$ cat src/rtl/bitstream_serializer.sv
// Purpose: serialize DATA_W-bit AXI-Stream words into a 1-bit AXI-Stream, carrying word tlast onto the final bit.
// Latency: word accepted at edge N, first bit valid in the following cycle; one bit per cycle sustained.
// Backpressure: bits hold while bitstream_tready=0; words_tready rises only in IDLE or on a consumed last bit.
module bitstream_serializer #(
    parameter int DATA_W    = 8,
    parameter int MSB_FIRST = 0,
    parameter int CNT_W     = 16
) (
    input  logic              clk,
    input  logic              rst,
    input  logic [DATA_W-1:0] words_tdata,
    input  logic              words_tvalid,
    output logic              words_tready,
    input  logic              words_tlast,
    output logic              bitstream_tdata,
    output logic              bitstream_tvalid,
    input  logic              bitstream_tready,
    output logic              bitstream_tlast,
    output logic              busy,
    output logic [CNT_W-1:0]  frame_bits,
    output logic              frame_done
);

    localparam int IDX_W = $clog2(DATA_W);
    localparam logic [IDX_W-1:0] LAST_IDX = IDX_W'(DATA_W - 1);

    localparam logic [0:0] IDLE  = 1'b0;
    localparam logic [0:0] SHIFT = 1'b1;

    logic [0:0]        state;
    logic [DATA_W-1:0] shift_q;
    logic [IDX_W-1:0]  bit_idx;
    logic              held_tlast;

    logic last_bit;
    logic bit_hs;
    logic word_acc;

    assign last_bit = (bit_idx == LAST_IDX);
    assign bit_hs   = (state == SHIFT) && bitstream_tready;

    // Combinational from bitstream_tready so the next word loads on the same edge as the last bit.
    assign words_tready = (state == IDLE) || (last_bit && bitstream_tready);
    assign word_acc     = words_tvalid && words_tready;

    assign bitstream_tvalid = (state == SHIFT);
    assign bitstream_tdata  = (MSB_FIRST != 0) ? shift_q[DATA_W-1] : shift_q[0];
    assign bitstream_tlast  = (state == SHIFT) && held_tlast && last_bit;
    assign busy             = (state == SHIFT);

    always_ff @(posedge clk or posedge rst) begin
        if (rst) begin
            state      <= IDLE;
            shift_q    <= '0;
            bit_idx    <= '0;
            held_tlast <= 1'b0;
        end else if (word_acc) begin
            state      <= SHIFT;
            shift_q    <= words_tdata;
            bit_idx    <= '0;
            held_tlast <= words_tlast;
        end else if (bit_hs) begin
            if (last_bit) begin
                state <= IDLE;
            end else begin
                bit_idx <= bit_idx + IDX_W'(1);
                if (MSB_FIRST != 0) begin
                    shift_q <= {shift_q[DATA_W-2:0], 1'b0};
                end else begin
                    shift_q <= {1'b0, shift_q[DATA_W-1:1]};
                end
            end
        end
    end

    // Frame end clears the count on the same edge that emits the tlast bit.
    always_ff @(posedge clk or posedge rst) begin
        if (rst) begin
            frame_bits <= '0;
            frame_done <= 1'b0;
        end else begin
            frame_done <= bit_hs && bitstream_tlast;
            if (bit_hs) begin
                if (bitstream_tlast) begin
                    frame_bits <= '0;
                end else if (frame_bits != {CNT_W{1'b1}}) begin
                    frame_bits <= frame_bits + CNT_W'(1);
                end
            end
        end
    end

endmodule

$ cat config.mk
export PLATFORM = sky130hd
export DESIGN_NAME = bitstream_serializer
export DESIGN_NICKNAME = d
export VERILOG_FILES = /design/src/rtl/bitstream_serializer.sv
export SDC_FILE = /design/constraint.sdc
export NUM_CORES = 1
export LEC_CHECK = 0
export ABC_CLOCK_PERIOD_IN_PS = 2300
export BUFFER_PORTS_ARGS = -buffer_cell sky130_fd_sc_hd__buf_2
export CAP_MARGIN = 25
export CORE_ASPECT_RATIO = 0.5
export CORE_MARGIN = 4
export CORE_UTILIZATION = 53
export CTS_CLUSTER_DIAMETER = 200
export DETAILED_ROUTE_END_ITERATION = 8
export GPL_ROUTABILITY_DRIVEN = 0
export PLACE_DENSITY = 0.79
export SETUP_SLACK_MARGIN = 0.15
export SYNTH_ARGS = -nofsm -noshare
export SYNTH_HDL_FRONTEND = slang
export SYNTH_SLANG_ARGS = --single-unit
$ cat constraint.sdc
create_clock -name clk -period 2.3 [get_ports clk]
set_input_delay 0.23 -clock clk [delete_from_list [all_inputs] [get_ports clk]]
set_output_delay 0.23 -clock clk [all_outputs]
set_load 0.02 [all_outputs]
==> out/metrics.yaml <==
run_status:
  status: "finished, final reports clean"
timing:
  tns_ns: 0
  fin_crit_ns: 2.047
  slew_headroom: 0.6752
  holdWs_ns: 0.008085
  drv_slew: 0
  rsz0062_at_grt: "false"
  tightest_slew_ns: 0.4872
  finalCritPeriodShare: 0.8899
  clock.fmax_mhz: 488.6
  finalSetupViolCount: 0
  hold_viol: 0
  fin_worst_skew_ns: 0.003282
yosys:
  seq_area_frac_synth: 0.4886
  synthTopCellsByArea: "dfrtp_1 (49%), nand2_1 (4.6%), a22o_1 (4.6%)"
  synthArstFlopShare: 1.000
  synth_warnings: 0
  synth_top_area_cell: "dfrtp_1"
  ys.flop_type: "dfrtp_1"
  synth-seq-cells: 30
  syn_nets: 173
  synth_top_area_frac: 0.4886
  synth_edf_count: 0
  syn_area_um2: 1536
  netlist_instances: 157
  yosysUniqueCellTypes: 36
  syn_area_per_cell_um2: 9.786
layout:
  n_antenna_cell: 0
  final_area_um2: 1868
  final_core_util: 0.6960
  drive_gt1_frac: 0.2965
  area_growth_pct: 21.58
  nets: 214
routing:
  met1_length_um: 1605
  antenna_left: 0
  wl_met2_um: 1682
  routed.top_layer: "met4"
  wire_per_inst_um: 15.27
  drtIter0Drc: 93
  dr.pass1.iters: 4
  dr_wl_met3_um: 264
  wl_um: 3603
  vias_per_cell: 5.852
  drcViolationCount: 0
  vias: 1381
critical_path:
  end_kind: "register"
  start_kind: "register"
  max_stage_delay_ns: 0.64
  timing.rr.start: "frame_bits[1]"
  crit_arrival_ns: 2.26
  cp.required_ns: 2.51
  crit_slowest_cell: "or4_4"
  path_buf_inv: 0
  cp_top_family: "simple AND/OR/NAND/NOR gates"
  path_max_fanout: 10
  crit_start: "frame_bits[1]"
  path_cells: "ha_1, nand3_2, or4_4, nor2_8, and3b_1, nor3_2"
  crit_type: "reg2reg"
run:
  max_cap_violations: 0
hold_path:
  holdCritPathClass: "in2async"
power:
  ir_worst_vdd_mv: 0.7650
  leakage_nw: 0.9483
  power_density_nw_per_um2: 940.5
  power.total_mw: 1.757
global_routing:
  grtUsageTotal: 0.2038
  antenna_found_initial: 0
  grt_pass1_vias: 1310
  grt_max_degree: 31
  grt_pass1_wl_um: 5982
  overflow: 0
place:
  post-dp-hpwl_um: 2534
  io_buffers: 34
  post_dp_cell_area_um2: 1772
clock_tree:
  cts_sinks: 30
  cts_setup_buffers: 0
  cts.clk_slew.worst_paths_ns: 0.07
  cts_inserted_buffers: 5
  clock_latency_ns: 0.29
  htreeDepth: 2
  cts_buffer_depth: 2
  root_buffer: "clkbuf_8"
  holdBufCountCts: 0
  cts_tree: "built"
floorplan:
  ioPinCount: 35
  core-area_um2: 2684
  rows: 13
  fp.dieW_um: 84.15
  die_area_um2: 3877
  start_util: 0.5725
  die_height_um: 46.07
[worst reg2reg max path: stages (launching register included)]
cell and delay (ns):
dfrtp_1 0.41, ha_1 0.23, nand3_2 0.16, or4_4 0.64
nor2_8 0.19, and3b_1 0.21, nor3_2 0.14
[cells by family after synthesis]
logic type	count (synthesis)	share of synthesized area
flops	30	0.4886
mux	2	0.01384
buf+inv	11	0.02931
simple gates	60	0.2068
fa+ha+maj	3	0.02443
xor+xnor	1	0.005701
compound gates	50	0.2313
[layout make-up]
cell class              count  area, um^2
flip-flops and latches     30       752.0
multi-input cells         116       740.7
inverters                   5       18.77
clock inverters             2       12.51
repair buffers             40       215.2
clock buffers               6       82.58
fillers                   224       815.8
well taps                  37       46.29
[state kept, by name, summed over array words and instances, names as in the netlist]
signal            count
frame_bits           16
shift_q               8
bit_idx               3
bitstream_tvalid      1
frame_done            1
held_tlast            1
[power breakdown]
group	switching (mW)	internal, mW	leakage, nW	total, mW
Combinational	0.304	0.221	0.514	0.525
Clock	0.211	0.240	0.0472	0.451
Sequential	0.116	0.665	0.387	0.781
[final timing paths]
| check | end | slack, ns | cells past startpoint |
|---|---|---|---|
| setup / recovery | frame_bits[15] | 0.25 | 6 |
| hold / removal | frame_bits[4] | 0.008 | 3 |
| setup reg to reg | frame_bits[15] | 0.25 | 6 |
| hold reg to reg | shift_q[0] | 0.48 | 1 |
| max in group asynchronous | frame_bits[0] | 1.99 | 3 |
| min in group clk | shift_q[7] | 0.15 | 3 |
[metal layers]
metal,track usage,vias up
li1,-,658
met5,0,-
met2,0.3417,49
met1,0.2506,666
met4,0.08654,0
met3,0.06607,8
[cell usage in the layout (no fill, tap or decap), types with 2 or more instances in the layout]
| cell type | count |
|---|---|
| a21o_1 | 6 |
| and2_1 | 2 |
| o21ai_0 | 13 |
| inv_1 | 5 |
| nand3_1 | 8 |
| nand4_1 | 2 |
| or2_2 | 4 |
| o211ai_1 | 2 |
| ha_1 | 3 |
| a22o_1 | 8 |
| nor3_1 | 4 |
| a31oi_1 | 2 |
| buf_4 | 6 |
| dfrtp_1 | 29 |
| o311ai_0 | 4 |
| o31ai_1 | 6 |
| nand2b_1 | 2 |
| clkbuf_8 | 6 |
| nor2_1 | 11 |
| nand2_1 | 19 |
| a21oi_1 | 6 |
| buf_2 | 34 |
[per-stage QoR]
step                      setup slack, ns  std cells
final                              0.2533        236
after global routing               0.1529        236
after CTS                          0.2529        236
after detailed placement           0.2735        228
after global placement             0.3424        228
after floorplan                    0.2551        157
[cell usage after synthesis (2+ instances only)]
cell	n
and2_1	2
o211ai_1	2
nand2b_1	2
dfrtp_1	30
o21ai_0	13
nand2_1	19
o31ai_1	6
nor3_1	4
a31oi_1	2
a21o_1	6
ha_1	3
o311ai_0	4
or2_2	4
nand3_1	8
a21oi_1	6
nand4_1	2
clkbuf_1	4
inv_1	5
nor2_1	11
a22o_1	8
[repair_timing]
item	in CTS	in global routing
hold endpoints to repair	0	0
resized for setup	0	1
setup endpoints to repair	0	1
No activity file was read; power rests on OpenSTA's default activity.
